`src/rtl/stream2mmap_hs_responder_if.sv`:
```
// Handshake and data bus for the Stream2Mmap ap_ctrl_hs responder.
// The master side is the initiator/stream source/memory; the slave side is the responder.
interface stream2mmap_hs_responder_if #(
    parameter int DATA_WIDTH = 64
);
    logic                  ap_start;
    logic                  ap_ready;
    logic                  ap_done;
    logic                  ap_idle;
    logic [63:0]           mmap;
    logic [63:0]           n;
    logic [DATA_WIDTH-1:0] in_data;
    logic                  in_valid;
    logic                  in_ready;
    logic [63:0]           wr_addr;
    logic [DATA_WIDTH-1:0] wr_data;
    logic                  wr_valid;
    logic                  wr_ready;
    logic                  wr_ack;
    logic                  err;

    modport slave (
        input  ap_start, mmap, n, in_data, in_valid, wr_ready, wr_ack,
        output ap_ready, ap_done, ap_idle, in_ready, wr_addr, wr_data, wr_valid, err
    );

    modport master (
        output ap_start, mmap, n, in_data, in_valid, wr_ready, wr_ack,
        input  ap_ready, ap_done, ap_idle, in_ready, wr_addr, wr_data, wr_valid, err
    );
endinterface

```
`src/rtl/stream2mmap_hs_responder.sv`:
```
// ap_ctrl_hs task responder: streams n words into consecutive memory writes, then pulses ap_done.
// Optional outstanding-write cap enabled by defining S2M_OUTSTANDING_LIMIT_EN.
module stream2mmap_hs_responder #(
    parameter int DATA_WIDTH      = 64,
    parameter int MAX_OUTSTANDING = 16
) (
    input  logic                      ap_clk,
    input  logic                      ap_rst,
    stream2mmap_hs_responder_if.slave bus
);
    localparam logic [63:0] BYTES_PER_WORD = 64'(DATA_WIDTH / 8);

    generate
        if ((DATA_WIDTH % 8) != 0 || DATA_WIDTH < 8) begin : g_bad_width
            $error("DATA_WIDTH must be a positive multiple of 8");
        end
        if (MAX_OUTSTANDING < 1 || MAX_OUTSTANDING > 65536) begin : g_bad_cap
            $error("MAX_OUTSTANDING must lie in 1..65536");
        end
    endgenerate

    typedef enum logic [1:0] {
        IDLE = 2'd0,
        RUN  = 2'd1,
        DONE = 2'd2
    } state_t;

    state_t                state_q,     state_d;
    logic [63:0]           total_q,     total_d;
    logic [63:0]           issued_q,    issued_d;
    logic [63:0]           acked_q,     acked_d;
    logic [63:0]           next_addr_q, next_addr_d;
    logic [63:0]           wr_addr_q,   wr_addr_d;
    logic [DATA_WIDTH-1:0] wr_data_q,   wr_data_d;
    logic                  wr_valid_q,  wr_valid_d;
    logic                  err_q,       err_d;

    logic [63:0] in_flight;
    logic        cap_ok;
    logic        in_ready;
    logic        in_fire;
    logic        wr_fire;
    logic        ack_ok;

    // Writes that left the output register but are not yet acknowledged.
    assign in_flight = issued_q - acked_q - {63'd0, wr_valid_q};

`ifdef S2M_OUTSTANDING_LIMIT_EN
    // The word parked in the output register already counts against the cap.
    assign cap_ok = (issued_q - acked_q) < 64'(MAX_OUTSTANDING);
`else
    assign cap_ok = 1'b1;
`endif

    assign in_ready = (state_q == RUN) && (issued_q < total_q)
                   && (!wr_valid_q || bus.wr_ready) && cap_ok;
    assign in_fire  = in_ready && bus.in_valid;
    assign wr_fire  = wr_valid_q && bus.wr_ready;
    assign ack_ok   = (state_q == RUN) && (in_flight != 64'd0);

    always_comb begin
        state_d     = state_q;
        total_d     = total_q;
        issued_d    = issued_q;
        acked_d     = acked_q;
        next_addr_d = next_addr_q;
        wr_addr_d   = wr_addr_q;
        wr_data_d   = wr_data_q;
        wr_valid_d  = wr_valid_q;
        err_d       = err_q;

        if (bus.wr_ack) begin
            if (ack_ok) begin
                acked_d = acked_q + 64'd1;
            end else begin
                err_d = 1'b1;
            end
        end

        unique case (state_q)
            IDLE: begin
                if (bus.ap_start) begin
                    next_addr_d = bus.mmap;
                    total_d     = bus.n;
                    issued_d    = 64'd0;
                    acked_d     = 64'd0;
                    err_d       = 1'b0;
                    wr_valid_d  = 1'b0;
                    state_d     = (bus.n == 64'd0) ? DONE : RUN;
                end
            end
            RUN: begin
                if (in_fire) begin
                    wr_data_d   = bus.in_data;
                    wr_addr_d   = next_addr_q;
                    next_addr_d = next_addr_q + BYTES_PER_WORD;
                    wr_valid_d  = 1'b1;
                    issued_d    = issued_q + 64'd1;
                end else if (wr_fire) begin
                    wr_valid_d = 1'b0;
                end
                // acked can only reach total once every word was written and acknowledged.
                if (acked_q == total_q) begin
                    state_d = DONE;
                end
            end
            DONE: begin
                state_d = IDLE;
            end
            default: begin
                state_d = IDLE;
            end
        endcase
    end

    always_ff @(posedge ap_clk) begin
        if (ap_rst) begin
            state_q     <= IDLE;
            total_q     <= 64'd0;
            issued_q    <= 64'd0;
            acked_q     <= 64'd0;
            next_addr_q <= 64'd0;
            wr_addr_q   <= 64'd0;
            wr_data_q   <= '0;
            wr_valid_q  <= 1'b0;
            err_q       <= 1'b0;
        end else begin
            state_q     <= state_d;
            total_q     <= total_d;
            issued_q    <= issued_d;
            acked_q     <= acked_d;
            next_addr_q <= next_addr_d;
            wr_addr_q   <= wr_addr_d;
            wr_data_q   <= wr_data_d;
            wr_valid_q  <= wr_valid_d;
            err_q       <= err_d;
        end
    end

    assign bus.ap_idle  = (state_q == IDLE);
    assign bus.ap_ready = (state_q == IDLE) && bus.ap_start;
    assign bus.ap_done  = (state_q == DONE);
    assign bus.in_ready = in_ready;
    assign bus.wr_addr  = wr_addr_q;
    assign bus.wr_data  = wr_data_q;
    assign bus.wr_valid = wr_valid_q;
    assign bus.err      = err_q;

`ifndef SYNTHESIS
    a_wr_hold: assert property (@(posedge ap_clk) disable iff (ap_rst)
        (bus.wr_valid && !bus.wr_ready) |=>
            (bus.wr_valid && $stable(bus.wr_addr) && $stable(bus.wr_data)));

    a_counter_order: assert property (@(posedge ap_clk) disable iff (ap_rst)
        (acked_q <= issued_q) && (issued_q <= total_q));

    a_done_not_ready: assert property (@(posedge ap_clk) disable iff (ap_rst)
        bus.ap_done |-> !bus.ap_ready);
`ifdef S2M_OUTSTANDING_LIMIT_EN
    a_cap: assert property (@(posedge ap_clk) disable iff (ap_rst)
        (issued_q - acked_q) <= 64'(MAX_OUTSTANDING));
`endif
`endif
endmodule

```
`src/flat_wrapper.sv`:
```
// flat-port wrapper written by rule: the top's interface ports become plain ports
module stream2mmap_hs_responder_flat 
#(
    parameter int DATA_WIDTH      = 64,
    parameter int MAX_OUTSTANDING = 16
)
  (ap_clk, ap_rst, bus_ap_start, bus_mmap, bus_n, bus_in_data, bus_in_valid, bus_wr_ready, bus_wr_ack, bus_ap_ready, bus_ap_done, bus_ap_idle, bus_in_ready, bus_wr_addr, bus_wr_data, bus_wr_valid, bus_err);
  stream2mmap_hs_responder_if #(.DATA_WIDTH(DATA_WIDTH)) bus_i ();
  input  logic ap_clk;
  input  logic ap_rst;
  input wire logic [$bits(bus_i.ap_start)-1:0] bus_ap_start;
  input wire logic [$bits(bus_i.mmap)-1:0] bus_mmap;
  input wire logic [$bits(bus_i.n)-1:0] bus_n;
  input wire logic [$bits(bus_i.in_data)-1:0] bus_in_data;
  input wire logic [$bits(bus_i.in_valid)-1:0] bus_in_valid;
  input wire logic [$bits(bus_i.wr_ready)-1:0] bus_wr_ready;
  input wire logic [$bits(bus_i.wr_ack)-1:0] bus_wr_ack;
  output wire logic [$bits(bus_i.ap_ready)-1:0] bus_ap_ready;
  output wire logic [$bits(bus_i.ap_done)-1:0] bus_ap_done;
  output wire logic [$bits(bus_i.ap_idle)-1:0] bus_ap_idle;
  output wire logic [$bits(bus_i.in_ready)-1:0] bus_in_ready;
  output wire logic [$bits(bus_i.wr_addr)-1:0] bus_wr_addr;
  output wire logic [$bits(bus_i.wr_data)-1:0] bus_wr_data;
  output wire logic [$bits(bus_i.wr_valid)-1:0] bus_wr_valid;
  output wire logic [$bits(bus_i.err)-1:0] bus_err;
  assign bus_i.ap_start = bus_ap_start;
  assign bus_i.mmap = bus_mmap;
  assign bus_i.n = bus_n;
  assign bus_i.in_data = bus_in_data;
  assign bus_i.in_valid = bus_in_valid;
  assign bus_i.wr_ready = bus_wr_ready;
  assign bus_i.wr_ack = bus_wr_ack;
  assign bus_ap_ready = bus_i.ap_ready;
  assign bus_ap_done = bus_i.ap_done;
  assign bus_ap_idle = bus_i.ap_idle;
  assign bus_in_ready = bus_i.in_ready;
  assign bus_wr_addr = bus_i.wr_addr;
  assign bus_wr_data = bus_i.wr_data;
  assign bus_wr_valid = bus_i.wr_valid;
  assign bus_err = bus_i.err;
  stream2mmap_hs_responder #(.DATA_WIDTH(DATA_WIDTH), .MAX_OUTSTANDING(MAX_OUTSTANDING)) u_core (.ap_clk(ap_clk), .ap_rst(ap_rst), .bus(bus_i));
endmodule
```
`config.mk`:
```
export PLATFORM = sky130hd
export DESIGN_NAME = stream2mmap_hs_responder_flat
export DESIGN_NICKNAME = d
export VERILOG_FILES = /design/src/rtl/stream2mmap_hs_responder_if.sv /design/src/rtl/stream2mmap_hs_responder.sv /design/src/flat_wrapper.sv
export SDC_FILE = /design/constraint.sdc
export NUM_CORES = 1
export LEC_CHECK = 0
export CORE_MARGIN = 2
export CORE_UTILIZATION = 29
export CTS_CLUSTER_DIAMETER = 30
export DETAILED_ROUTE_END_ITERATION = 7
export SKIP_CTS_REPAIR_TIMING = 1
export SLEW_MARGIN = 10
export SYNTH_ARGS = -nofsm -noshare
export SYNTH_HDL_FRONTEND = slang
export SYNTH_SLANG_ARGS = --single-unit
```
`constraint.sdc`:
```
create_clock -name ap_clk -period 10 [get_ports ap_clk]
set_clock_uncertainty 0.2 [all_clocks]
set_input_delay 2 -clock ap_clk [delete_from_list [all_inputs] [get_ports ap_clk]]
set_output_delay 2 -clock ap_clk [all_outputs]
set_load 0.01 [all_outputs]
```
==> results.cfg <==
[synth]
yosys-top-cells-area = dfxtp_1, nand2_1, ha_1, a21oi_1, inv_1
yosysTopAreaCell = dfxtp_1
netlist_area_mm2 = 0.02581
ys_seq_elements = 388
synth-main-ff-cell = dfxtp_1
syn_nets = 3980
synth_edf_count = 0
ys_async_sr_fraction = 0
synth_cell_types = 81
synthesis.instances = 3590
synth_top_cell_area_share = 0.3009
syn_avg_cell_area_um2 = 7.190
yosysWarnings = 0
ys_seq_area_frac = 0.3009

[clock_tree]
clock-sinks = 388
numCtsBuffers = 85
tritoncts = built
cts_root_buf = clkbuf_16
clk_latency_ps = 630
h-tree-depth = 3
clk_pin_slew_ps = 50
clk_path_buf_depth = 3

[floorplanning]
core_area_mm2 = 0.08824
start_util = 0.2925
die_w_um = 302.3
die_area_mm2 = 0.09141
fp.dieH_um = 302.3
rows = 109
ioPinCount = 332

[global_route]
grt_usage = 0.2071
antenna_found_initial = 3
grt_max_degree = 173
gr-total-overflow = 0
grt_pass1_wl_um = 149600
first_global_vias = 25300

[finish]
n_fill_cell = 9243
area_delta_synth_final_pct = 28.22
fin_cells = 5064
drive_gt1_frac = 0.05416
nets = 4217

[setup_path]
cp_max_fo = 85
end_kind = flop
crit_required_ps = 10250
crit_start = u_core.issued_q[0]
cp_slowest_stage_delay_ps = 1030
r2r-start = u_core.issued_q[0]
worst_ep_arrival_time_ps = 7180
path_class = flop to flop
critPathLaunchType = flop
cp_slowest_cell = a2111oi_0
path_cells = inv_1 > fa_1 > inv_1 > ha_1 > or2_2 > fa_1 > nand2b_1 > a2111oi_0 > nor3_2 > o211ai_1 > a21oi_1 > o21a_1 > or3_1 > a2111oi_0 > nand3_1 > o31ai_4 > buf_4 > or4bb_1 > a21oi_1

[timing]
final-setup-viol-count = 0
hold_viol_final = 0
period_needed_ps = 6930
period_share = 0.6930
fmax_mhz = 144.3
grt_setup_unrepaired = false
maxSlewViolCount = 0
worst_slew_pin_slew_ps = 1167
finalSetupTns_ps = 0
slew_headroom = 0.2020

[place]
port_buffers = 331
hpwl_um = 73870
place.gp.congestion = 0.9542
placedCellCount = 4905

[drt]
dr.pass1.iters = 8
ant_nets = 0
post-route-drc-count = 0
avgRoutedWirePerCell_um = 19.36
vias = 27290
drt_wl_total_um = 98030
drtIter0Drc = 2548
avgViaCountPerCell = 5.388

[pwr]
power.leakage_nw = 13.27
power.density_mw_per_mm2 = 161.3
ir_worst_vdd_mv = 0.1402

[min_path]
min_from = u_core.bus.wr_addr[13]
hp-class = flop to flop

[job]
maxCapViolations = 0

[run_status]
outcome = complete, no violations
==> flip-flops by register name, indices dropped and copies added (netlist names) <==
register	flops
u_core.bus.wr_addr	64
u_core.acked_q	64
u_core.state_q	2
u_core.next_addr_q	64
u_core.total_q	64
u_core.bus.wr_valid	1
u_core.bus.wr_data	64
u_core.issued_q	64
u_core.bus.err	1
==> path summary, 6_finish.rpt <==
path | endpoint | slack, ps | cells after the start
hold / removal | u_core.bus.wr_addr[13] | 250 | 2
setup reg to reg | u_core.acked_q[25] | 3070 | 19
setup / recovery | u_core.acked_q[25] | 3070 | 19
hold reg to reg | u_core.bus.wr_addr[13] | 250 | 2
==> synth_stat cells, drive strengths merged (20+ instances only) <==
master,count
a21o,39
a21oi,443
a22oi,21
and2,24
and3,43
buf,20
clkbuf,180
dfxtp,388
ha,190
inv,267
mux2i,24
nand2,647
nand3,106
nand4,109
nor2,244
nor3,85
nor4,77
o21a,22
o21ai,143
o31ai,28
or3,65
or4,25
xnor2,70
xor2,80
==> cell usage in the layout (no fill, tap or decap), types with 10 or more instances in the layout <==
master           instances
clkbuf_16               87
o21ai_0                138
xnor2_1                 70
xor2_1                  80
or2_2                   11
clkdlybuf4s50_1        330
or4_1                   24
nor3_1                  83
a21oi_1                443
nand2_1                645
nor4_1                  74
nand3_1                106
o31ai_1                 26
o21a_1                  22
buf_4                   18
nor2_1                 243
o211ai_1                18
nor2b_1                 11
clkinv_2                14
and2_1                  23
a21o_1                  39
o22ai_1                 11
clkinvlp_4              10
bufinv_16               13
and3_1                  43
a211oi_1                19
and4_1                  16
ha_1                   190
nand4_1                109
a22oi_1                 21
mux2i_1                 24
inv_1                  267
o32ai_1                 18
dfxtp_1                388
a31oi_1                 12
or3_1                   64
nand2b_1                10
==> routing by layer <==
layer  global-route usage  share of wire
met5                    0              0
met3              0.04324          0.083
met4              0.07331          0.033
met1               0.2827           0.44
met2               0.3218           0.44
==> final cells by class <==
cell class | instances | area [µm²] | share of cell area
repair buffers | 350 | 3473 | 0.1049
well taps | 1165 | 1458 | 0.04404
clock buffers | 101 | 2320 | 0.07009
inverters | 269 | 1010 | 0.03051
flip-flops and latches | 388 | 7767 | 0.2347
diodes | 3 | 7.507 | 0.0002268
multi-input cells | 2733 | 16310 | 0.4929
clock inverters | 55 | 747.0 | 0.02257
==> stage by stage <==
| step | instance area, µm² | worst slack (ps) | utilization | total power (W) | hold slack, ps |
|---|---|---|---|---|---|
| after global placement | 30020 | 3333 | 0.3402 | 0.002360 | 240.5 |
| after CTS | 33090 | 3329 | 0.3750 | 0.005369 | 253.0 |
| final | 33100 | 3070 | 0.3751 | 0.005338 | 250.4 |
| after detailed placement | 30020 | 3385 | 0.3402 | 0.002363 | 246.6 |
| after global routing | 33090 | 2525 | 0.3751 | 0.005525 | 265.6 |
| after floorplan | 25810 | 4509 | - | 0.002076 | 232.1 |
==> worst max-delay path: cells and delay by family (launching register included) <==
family / cells / cell delay (ps)
buffers and inverters: 3 / 750
AO/OA/AOI/OAI: 7 / 2650
adder cells (fa/ha/maj): 3 / 1150
AND/OR/NAND/NOR: 6 / 1460
flip-flops: 1 / 430
==> power breakdown <==
part	leakage, nW	total, W	internal [W]	switching [W]
sequential	3.15	0.00168	0.00161	0.0000727
clock	1.49	0.00299	0.00201	0.000987
combinational	8.64	0.000659	0.000269	0.000390
total	13.3	0.00534	0.00389	0.00145
==> kinds of logic after synthesis <==
logic type,Yosys count,synth area share
AND/OR/NAND/NOR,1502,0.2751
AO/OA/AOI/OAI,857,0.1970
buffers and inverters,469,0.06966
flip-flops,388,0.3009
adder cells (fa/ha/maj),192,0.09365
XOR/XNOR,150,0.05090
multiplexers,32,0.01280
Note: power is estimated with default switching activity, not from simulation.
